**src/rtl/rv_instr_encoder_loader.sv**
```systemverilog
// rv_instr_encoder_loader
//   Takes symbolic RV32I instruction fields over a valid/ready handshake and
//   encodes them as R-type, load, store or branch words. It buffers the words
//   in a small FIFO and writes them to consecutive instruction-memory word
//   addresses, stalling whenever the memory side is not ready.
//
// Parameters
//   DEPTH     FIFO entries (power of 2, >= 2)
//   ADDR_W    instruction-memory word-address width
//   BASE_ADDR first word address written after start
//
// Ports
//   clk, reset_n          rising-edge clock, asynchronous active-low reset
//   start                 opens a load session (only honoured in IDLE)
//   in_valid/in_ready     field handshake
//   in_kind               00 R-type, 01 load, 10 store, 11 branch
//   in_rd/rs1/rs2         register indices
//   in_funct3/in_funct7   function fields (funct7 is used by R-type only)
//   in_imm                I/S immediate; branch byte offset bits [12:1]
//   in_last               final instruction of the session
//   imem_we/addr/wdata    instruction-memory write request
//   imem_ready            memory accepts the write this cycle
//   busy                  session active
//   done                  one-cycle pulse after the final word is written
//   overflow              sticky: write address wrapped during the session
//   words_written         writes in this session, saturating at all-ones
module rv_instr_encoder_loader #(
    parameter int DEPTH     = 4,
    parameter int ADDR_W    = 8,
    parameter int BASE_ADDR = 0
) (
    input  logic              clk,
    input  logic              reset_n,
    input  logic              start,
    input  logic              in_valid,
    output logic              in_ready,
    input  logic [1:0]        in_kind,
    input  logic [4:0]        in_rd,
    input  logic [4:0]        in_rs1,
    input  logic [4:0]        in_rs2,
    input  logic [2:0]        in_funct3,
    input  logic [6:0]        in_funct7,
    input  logic [11:0]       in_imm,
    input  logic              in_last,
    output logic              imem_we,
    output logic [ADDR_W-1:0] imem_addr,
    output logic [31:0]       imem_wdata,
    input  logic              imem_ready,
    output logic              busy,
    output logic              done,
    output logic              overflow,
    output logic [ADDR_W:0]   words_written
);

    localparam int                PTR_W  = (DEPTH > 1) ? $clog2(DEPTH) : 1;
    localparam logic [ADDR_W-1:0] BASE   = ADDR_W'(BASE_ADDR);
    localparam logic [PTR_W:0]    FULL   = (PTR_W + 1)'(DEPTH);
    localparam logic [PTR_W:0]    ONE    = (PTR_W + 1)'(1);
    localparam logic [ADDR_W:0]   WW_MAX = '1;

    localparam logic [6:0] OP_R      = 7'b0110011;
    localparam logic [6:0] OP_LOAD   = 7'b0000011;
    localparam logic [6:0] OP_STORE  = 7'b0100011;
    localparam logic [6:0] OP_BRANCH = 7'b1100011;

    typedef enum logic [1:0] {
        IDLE  = 2'd0,
        RUN   = 2'd1,
        DRAIN = 2'd2
    } state_t;

    state_t state, state_nxt;

    logic [31:0]      fifo_mem [DEPTH];
    logic [PTR_W-1:0] wr_ptr;
    logic [PTR_W-1:0] rd_ptr;
    logic [PTR_W:0]   count;

    logic push;
    logic pop;
    logic start_sess;
    logic drain_done;

    // For branches in_imm holds offset[12:1], so imm[11] is offset bit 12 and
    // imm[10] is offset bit 11, which lands in instruction bit 7.
    function automatic logic [31:0] encode(
        input logic [1:0]  kind,
        input logic [4:0]  rd,
        input logic [4:0]  rs1,
        input logic [4:0]  rs2,
        input logic [2:0]  funct3,
        input logic [6:0]  funct7,
        input logic [11:0] imm
    );
        logic [31:0] word;
        word = '0;
        case (kind)
            2'b00:   word = {funct7, rs2, rs1, funct3, rd, OP_R};
            2'b01:   word = {imm[11:0], rs1, funct3, rd, OP_LOAD};
            2'b10:   word = {imm[11:5], rs2, rs1, funct3, imm[4:0], OP_STORE};
            default: word = {imm[11], imm[9:4], rs2, rs1, funct3, imm[3:0], imm[10], OP_BRANCH};
        endcase
        return word;
    endfunction

    // All handshake and write-side outputs decode from registered state only.
    assign in_ready   = (state == RUN) && (count != FULL);
    assign imem_we    = (count != '0);
    assign imem_wdata = imem_we ? fifo_mem[rd_ptr] : 32'd0;
    assign busy       = (state != IDLE);

    assign push       = in_valid && in_ready;
    assign pop        = imem_we && imem_ready;
    assign start_sess = (state == IDLE) && start;
    // No pushes happen in DRAIN, so popping the only entry empties the FIFO.
    assign drain_done = (state == DRAIN) && pop && (count == ONE);

    always_comb begin
        state_nxt = state;
        case (state)
            IDLE:    if (start) state_nxt = RUN;
            RUN:     if (push && in_last) state_nxt = DRAIN;
            DRAIN:   if (drain_done) state_nxt = IDLE;
            default: state_nxt = IDLE;
        endcase
    end

    always_ff @(posedge clk or negedge reset_n) begin
        if (!reset_n) begin
            state         <= IDLE;
            wr_ptr        <= '0;
            rd_ptr        <= '0;
            count         <= '0;
            imem_addr     <= BASE;
            words_written <= '0;
            overflow      <= 1'b0;
            done          <= 1'b0;
        end else begin
            state <= state_nxt;
            done  <= drain_done;

            if (push) wr_ptr <= wr_ptr + 1'b1;
            if (pop)  rd_ptr <= rd_ptr + 1'b1;

            case ({push, pop})
                2'b10:   count <= count + 1'b1;
                2'b01:   count <= count - 1'b1;
                default: count <= count;
            endcase

            if (start_sess) begin
                imem_addr     <= BASE;
                words_written <= '0;
                overflow      <= 1'b0;
            end else if (pop) begin
                imem_addr <= imem_addr + 1'b1;
                if (imem_addr == '1) overflow <= 1'b1;
                if (words_written != WW_MAX) words_written <= words_written + 1'b1;
            end
        end
    end

    // Word storage carries no reset; imem_wdata is masked while the FIFO is empty.
    always_ff @(posedge clk) begin
        if (push) begin
            fifo_mem[wr_ptr] <= encode(in_kind, in_rd, in_rs1, in_rs2,
                                       in_funct3, in_funct7, in_imm);
        end
    end

endmodule
```
**config.mk**
```make
export PLATFORM = sky130hd
export DESIGN_NAME = rv_instr_encoder_loader
export DESIGN_NICKNAME = d
export VERILOG_FILES = /design/src/rtl/rv_instr_encoder_loader.sv
export SDC_FILE = /design/constraint.sdc
export NUM_CORES = 1
export LEC_CHECK = 0
export CAP_MARGIN = 40
export CORE_UTILIZATION = 54
export DETAILED_ROUTE_END_ITERATION = 8
export PLACE_DENSITY = 0.81
export REMOVE_ABC_BUFFERS = 1
export SLEW_MARGIN = 5
export SYNTH_ARGS = -nofsm -noshare
export SYNTH_HDL_FRONTEND = slang
export SYNTH_SLANG_ARGS = --single-unit
```
**constraint.sdc**
```tcl
create_clock -name clk -period 3.3 [get_ports clk]
set_input_delay 0.66 -clock clk [delete_from_list [all_inputs] [get_ports clk]]
set_output_delay 0.66 -clock clk [all_outputs]
set_load 0.01 [all_outputs]
```
==> impl_metrics.ini <==
[status]
run_status = completed

[grt]
grt_overflow = 0
grt_pass1_wl_um = 19500
grt_pass1_vias = 3799
grt_use_total_pct = 22.7
grt_max_degree = 36
antenna_found_initial = 0

[layout]
layout_common_cells = edfxtp_1, clkdlybuf4s50_1, and2_1
final_util_pct = 71.7
fin_area_um2 = 7910
syn2layout_area_growth_pct = 27.2
layout_commonest_cell = edfxtp_1
drive_gt1_share_pct = 15.7
nets = 555
instances_no_fill = 651

[route]
dr.pass1.iters = 5
first_iter_violations = 216
route.met2.wl_um = 6530
wl_met1_um = 5210
wl_per_cell_um = 19.2
routed_wl_um = 12500
vias = 3746
dr.max_layer_used = met4
antenna_left = 0
wl_met3_um = 637
drc_errors = 0
viasPerCell = 5.75

[sta]
hold_slack_ps = 491
slew_headroom_pct = 41.8
max_clock_freq_mhz = 316
setup_viol = 0
clock_skew_ps = 11.7
tightest_slew_ps = 870
report.final.slew_viol_count = 0
rsz0062_at_grt = no
setup_tns_ps = 0
min_period_ps = 3160
period_share_pct = 95.8
hold_viol = 0

[synth]
synth_top_area_cell = edfxtp_1
ys.flop_type = edfxtp_1
netlist_instances = 396
synth.top_cell.area_share_pct = 54.1
ys_types = 40
synth_area_leaders = edfxtp_1, dfrtp_1, mux4_2
synth_edf_count = 112
synth.avg_cell_area_um2 = 15.7
ys_seq_elements = 140
ys_warn_count = 0
syn_area_um2 = 6220
async_reset_ff_share_pct = 20.0
seq_area_frac_synth_pct = 65.4

[min_path]
hold_path.class = register to register

[power]
irDropWorstVdd_v = 0.000443
power.density_nw_per_um2 = 850
p_leak_uw = 0.00277

[clock_network]
htree_levels = 4
clock-sinks = 140
clk-insertion-delay-late_ps = 400
cts_tree = done
path_clk_slew_ps = 50
ctsLongestPathBuffers = 2
cts_hold_buf = 0
cts_buffers = 17
clock-root-buffer = clkbuf_16

[placement]
portBuffers = 96
dp.cells = 619
place.gp.congestion = 0.774
hpwl_um = 7720
placed_area_um2 = 7320

[floorplan]
core_area_um2 = 11000
dieWidth_um = 109
die_area_um2 = 11900
io_pins = 99
start_util_pct = 56.4
rows = 38
die_h_um = 109

[run]
drv_cap = 0

[critical_path]
cp-end-kind = output pin
worstSetupStartpointType = register
crit_arrival_ps = 2500
worst-path-max-fanout = 35
required_ps = 2640
worstSetupPathType = register to output pin
[metrics by stage]
step / setup WS (ps) / total power, uW
after global routing: 23.7 / 7050
after CTS: 55.5 / 6780
final: 137 / 6730
after detailed placement: 522 / 4860
after floorplan: 417 / 3730
after global placement: 585 / 4780
[per-layer routing]
metal | up-vias | track usage, %
met1 | 1889 | 28.9
li1 | 1721 | -
met4 | 0 | 7.33
met5 | - | 0
met3 | 14 | 5.28
met2 | 122 | 38.7
[repair_timing]
item | in CTS | in global routing
endpoints found under the setup margin | 0 | 1
gates resized for setup | 0 | 1
setup buffers | 0 | 0
[sequential cells by signal, indices dropped and copies added, names as in the netlist]
signal	flops
state	2
rd_ptr	2
words_written	9
imem_addr	8
fifo_mem	112
count	3
overflow	1
done	1
wr_ptr	2
[kinds of logic (layout without fill, tap and decap cells)]
family	after synthesis	count (layout)	share of synthesized area, %
flip-flops	140	140	65.4
AND/OR/NAND/NOR	101	101	9.78
AO/OA/AOI/OAI	52	52	5.25
multiplexers	47	47	13.4
buffers and inverters	37	150	2.90
adder cells (fa/ha/maj)	12	12	2.42
XOR/XNOR	6	6	0.845
other	1	3	0.0603
[Yosys cell counts, types with 3 or more instances]
cell type,instances
and2_1,33
mux2i_1,11
clkbuf_1,10
nand2_1,13
a21oi_1,18
o31ai_1,7
nand2b_1,12
xnor2_1,4
nor2_1,10
dfrtp_1,28
edfxtp_1,112
buf_2,9
mux2_2,8
buf_4,4
inv_1,11
nand3_1,8
o211ai_1,4
nor4_2,4
mux4_2,28
ha_1,12
nand4_1,3
or4_1,7
o21ai_0,17
[area by class of cell]
type / count / area, um2
tap: 140 / 175
clock buffer: 19 / 433
antenna: 1 / 2.50
fill: 699 / 3120
sequential: 140 / 4070
inverter: 12 / 45.0
multi-input combinational: 220 / 1980
timing repair buffer: 107 / 1060
clock inverter: 12 / 153
[final timing paths]
| path | from | endpoint | slack (ps) | depth (start not counted) |
|---|---|---|---|---|
| max in group asynchronous | reset_n | rd_ptr[0] | 2350 | 2 |
| worst min register to register | overflow | overflow | 490 | 1 |
| worst max register to register | count[0] | fifo_mem[3][4] | 970 | 5 |
| worst min-delay path | overflow | overflow | 490 | 1 |
| min in group asynchronous | reset_n | words_written[4] | 650 | 2 |
| worst max-delay path | count[0] | imem_wdata[30] | 140 | 7 |
[worst max-delay path, cell delays in order, from the launching register on]
cell             delay, ps
dfrtp_1                410
inv_1                   90
ha_1                   270
nor2b_2                180
inv_1                   50
buf_4                  300
and2_1                 220
clkdlybuf4s50_1        570
[power breakdown]
part	switching (uW)	total (uW)	internal, uW	leakage, uW
sequential	190	2440	2250	0.00138
clock	645	1890	1240	0.000286
combinational	1100	2400	1300	0.00111
total	1930	6730	4790	0.00277
No activity file was read; power rests on OpenSTA's default activity.
==> RTL edit 1, RTL diff (same settings) <==
Set the parameter `DEPTH` to 8 (it was 4).
--- a/src/rtl/rv_instr_encoder_loader.sv
+++ b/src/rtl/rv_instr_encoder_loader.sv
@@ -27,3 +27,3 @@
 module rv_instr_encoder_loader #(
-    parameter int DEPTH     = 4,
+    parameter int DEPTH     = 8,
     parameter int ADDR_W    = 8,
Check against the original RTL: not equivalent (Yosys sat finds a counterexample within 10 cycles, from zero or initial values and one cycle with reset_n low).
==> RTL edit 1 against the unedited design <==
  * Wire length grew 86%
  * Area after synthesis grew 73%
  * Critical path depth shrank 1
  * Sequential cell count grew 115
  * Setup slack lost 93 ps
  * Power grew 61%
  * Design area grew 65%
  * Clock power grew 37%
  * Largest cell class unchanged
==> RTL edit 1: results (changes against the unedited design) <==
seq-power_uw: 4160  # +70%
viasPerCell: 5.89  # +2.4%
max_stage_delay_ps: 590  # +20 ps
clock_skew_ps: 8.18  # -3.47 ps
largestRegisters: "fifo_mem x224, words_written x9, imem_addr x8"
drive_gt1_share_pct: 21.8  # +6.1 points
synth_seq_area_share_pct: 69.6  # +4.2 points
dp_hpwl_mm: 13.2  # +71%
synth.area.top_cells: "edfxtp_1 (62%), mux2_2 (8.0%), dfrtp_1 (7.2%)"
grt_pass1_wl_mm: 35.5  # +83%
grt_util_met1_pct: 29.0  # +0.093 points
inv_count: 9  # -3
wl_met3_mm: 1.34  # +110%
bufAreaShareNonClock_pct: 10.2  # -3.2 points
gr-usage-met2_pct: 41.1  # +2.4 points
clockBufferCount: 33  # +14
postSynthCellCount: 685  # +73%
status: "complete, no violations"
clkCellAreaFrac_pct: 5.62  # -1.8 points
critPathArrivalTime_ps: 2600  # +100 ps
clockBufferDepth: 3  # +1
insertion_delay_ps: 510  # +110 ps
cts_sinks: 255  # +82%
rows: 51  # +34%
comb_power_uw: 4060  # +69%
fillers: 1294  # +85%
r2r_cells: 11  # +6
route.met2.wl_mm: 11.9  # +82%
drt-met1-wl_mm: 9.42  # +81%
worstMarginPinSlew_ps: 657  # -213 ps
grt_pass1_vias: 6628  # +74%
hold_class: "input pin to async pin"
leakage_uw: 0.00440  # +59%
synth-async-reset-ratio_pct: 12.2  # -7.8 points
numCtsBuffers: 25  # +8
grt_max_degree: 57  # +58%
num-multi-input-gates: 379  # +72%
place_area_um2: 12200  # +67%
antenna_cells: 0  # -1
post_drt_wl_per_cell_um: 21.5  # +12%
grt_use_total_pct: 23.3  # +0.58 points
final_area_um2: 13000  # +65%
p_int_uw: 7380  # +54%
p_per_area_nw_per_um2: 829  # -2.5%
-- RTL edit 1: cell families (layout without fill, tap and decap cells) --
logic type	count (synthesis)	in the layout	share of synthesized area [%]
flops	255	255	69.6
other cells	1	2	0.0348
fa+ha+maj	9	9	1.04
compound gates	109	109	6.17
simple gates	120	120	6.44
xor+xnor	8	8	0.650
mux	131	131	13.6
buf+inv	52	183	2.52
-- RTL edit 1: repair_timing --
action / CTS / global route
endpoints found under the setup margin: 19 / 9
buffers inserted: 1 / 4
gates cloned: 0 / 0
pin swaps: 0 / 0
gates resized for setup: 0 / 11
-- RTL edit 1: final timing paths --
kind                           from                to  slack [ps]
max                        count[0]    imem_wdata[10]          40
min                         reset_n  words_written[1]         440
min in group clk           overflow          overflow         500
min reg2reg                overflow          overflow         500
max reg2reg                count[0]          count[3]         670
max in group asynchronous   reset_n      imem_addr[3]        2360
==> RTL edit 2, RTL diff (same settings) <==
Without the edit above. Register the output `overflow` once more, cleared by the reset; this adds one clock of latency there. The other outputs are not delayed to match.
--- a/src/rtl/rv_instr_encoder_loader.sv
+++ b/src/rtl/rv_instr_encoder_loader.sv
@@ -71,2 +71,4 @@
 
+    logic overflow_s0;
+
     state_t state, state_nxt;
@@ -135,3 +137,3 @@
             words_written <= '0;
-            overflow      <= 1'b0;
+            overflow_s0   <= 1'b0;
             done          <= 1'b0;
@@ -153,6 +155,6 @@
                 words_written <= '0;
-                overflow      <= 1'b0;
+                overflow_s0   <= 1'b0;
             end else if (pop) begin
                 imem_addr <= imem_addr + 1'b1;
-                if (imem_addr == '1) overflow <= 1'b1;
+                if (imem_addr == '1) overflow_s0 <= 1'b1;
                 if (words_written != WW_MAX) words_written <= words_written + 1'b1;
@@ -170,2 +172,10 @@
 
+    always_ff @(posedge clk or negedge reset_n) begin
+        if (!reset_n) begin
+            overflow <= '0;
+        end else begin
+            overflow <= overflow_s0;
+        end
+    end
+
 endmodule
Formal check against the unedited RTL: same outputs for any inputs over 4 cycles, from zero or initial values and one cycle with reset_n low; that may be too few to reach the edited logic, so the function may still have changed.
==> RTL edit 2 against the unedited design <==
  * Wire length is 2.9% higher
  * Power is 2.8% higher
  * Area after synthesis is 0.52% higher
  * Final cell count is 0.61% higher
  * Sequential cell count is 1 higher
  * Design area is 1.4% higher
  * Global-route usage is 0.94 points higher
  * Die area is 0.51% higher
  * Hold slack worse by 110 ps
  * Sequential power hardly changed
  * Setup slack better by 77 ps
  * Clock power is 6% higher
  * Maximum frequency is 2.5% higher
  * Critical path type unchanged
==> RTL edit 2: results (changes against the unedited design) <==
place_area_um2: 7390  # +0.96%
final_cells: 655  # +0.61%
grt_pass1_wl_mm: 20.2  # +3.7%
vias: 3799  # +1.4%
first_iter_violations: 321  # +49%
synth-compound-area-share_pct: 5.23  # -0.027 points
antenna_found_initial: 0  # unchanged
slew_headroom_pct: 40.0  # -1.7 points
yosys_warnings: 0  # unchanged
clock_skew_ps: 5.44  # -6.21 ps
vdd_ir_drop_max_uv: 732  # +65%
largestRegisters: "fifo_mem x112, words_written x9, imem_addr x8"
synth_fa_ha_area_share_pct: 2.40  # -0.013 points
grt_max_degree: 36  # unchanged
syn_area_per_cell_um2: 15.7  # +0.27%
numCtsBuffers: 17  # unchanged
clockRootBuffer: "clkbuf_16"
synthXorXnorAreaFrac_pct: 0.841  # -0.0044 points
num-nets-final: 561  # +1.1%
leakage_uw: 0.00283  # +2.0%
synth.area.top_cells: "edfxtp_1 (54%), dfrtp_1 (12%), mux4_2 (10%)"
dp_hpwl_mm: 8.16  # +5.6%
antenna_cells: 0  # -1
synthMuxAreaShare_pct: 13.3  # -0.070 points
crit_fanout: 9  # -74%
numPortBuffers: 96  # unchanged
clk_pin_slew_worst_paths_ps: 60
clockBufferDepth: 2  # unchanged
crit_slowest_cell: "dfrtp_2"
post_drt_wl_per_cell_um: 19.7  # +2.3%
synth_common_cells: "edfxtp_1 (112), and2_1 (33), dfrtp_1 (29), mux4_2 (28), a21oi_1 (18)"
insertion_delay_ps: 410
grt_use_total_pct: 23.6  # +0.94 points
synth-async-reset-ratio_pct: 20.6  # +0.57 points
synth_seq_area_share_pct: 65.4  # about the same
dr.pass1.iters: 5  # unchanged
hold_class: "register to register"
synth_enable_flop_cells: 112  # unchanged
synth_cell_type_count: 40  # unchanged
h-tree-depth: 4  # unchanged
crit_family: "buffers and inverters"
place_inst: 625  # +0.97%
synth_top_family_by_area: "multiplexers"
grt_pass1_vias: 3916  # +3.1%
status: "complete, no violations"
gp_congestion: 0.807  # +4.3%
max_stage_delay_ps: 550  # -20 ps
critPathArrivalTime_ps: 2430  # -70 ps
drive_gt1_share_pct: 17.7  # +2.0 points
post-cts-setup-buffers: 0  # unchanged
RTL edit 2: cell types whose count changed after synthesis:
cell / delta
nor4_1: -1
dfrtp_1: +1
inv_1: +1
inv_2: -1
or2b_1: +1
nor4_2: +1
nand2b_1: -1
RTL edit 2: layout make-up:
cell class	instances	area (um2)
Clock buffer	18	429
Timing Repair Buffer	112	1100
Inverter	12	45.0
Sequential cell	141	4090
Fill cell	718	3060
Clock inverter	12	196
Tap cell	140	175
Multi-Input combinational cell	220	1980
RTL edit 2: per-stage QoR:
stage	util (%)	setup WS, ps	hold slack, ps
after CTS	72.3	95.5	378
after global routing	72.4	79.9	387
after floorplan	-	394	354
after global placement	66.7	626	362
final	72.4	214	379
after detailed placement	66.7	569	366
RTL edit 2: where the power goes:
part	switching [uW]	internal, uW
combinational	1130	1330
clock	687	1330
sequential	187	2260
RTL edit 2: what timing repair did:
action,4_1_cts,5_1_grt
gates resized for setup,0,1
hold buffers,0,0
setup endpoints to repair,0,5
RTL edit 2: path summary, 6_finish.rpt:
path | from | end | slack [ps] | cells after the start
setup / recovery | rd_ptr[0] | imem_wdata[16] | 210 | 4
hold reg to reg | overflow_s0 | overflow | 380 | 0
min in group asynchronous | reset_n | words_written[4] | 650 | 1
setup reg to reg | count[0] | fifo_mem[1][24] | 920 | 5
hold / removal | overflow_s0 | overflow | 380 | 0
max in group asynchronous | reset_n | count[1] | 1970 | 2
RTL edit 2: layer usage:
metal | track usage, % | up-vias | wire (um)
met3 | 5.63 | 25 | 516
met4 | 10.0 | 0 | 316
met1 | 28.3 | 1922 | 5150
met5 | 0 | - | 0
met2 | 41.0 | 120 | 6900
li1 | - | 1732 | -
RTL edit 2: logic make-up after synthesis:
kind of cell | after synthesis
AOI/OAI and AO/OA | 52
xor gates and xnor gates | 6
adders and majority gates | 12
buffers and inverters | 37
DFF | 141
muxes | 47
other | 1
and+or+nand+nor | 101
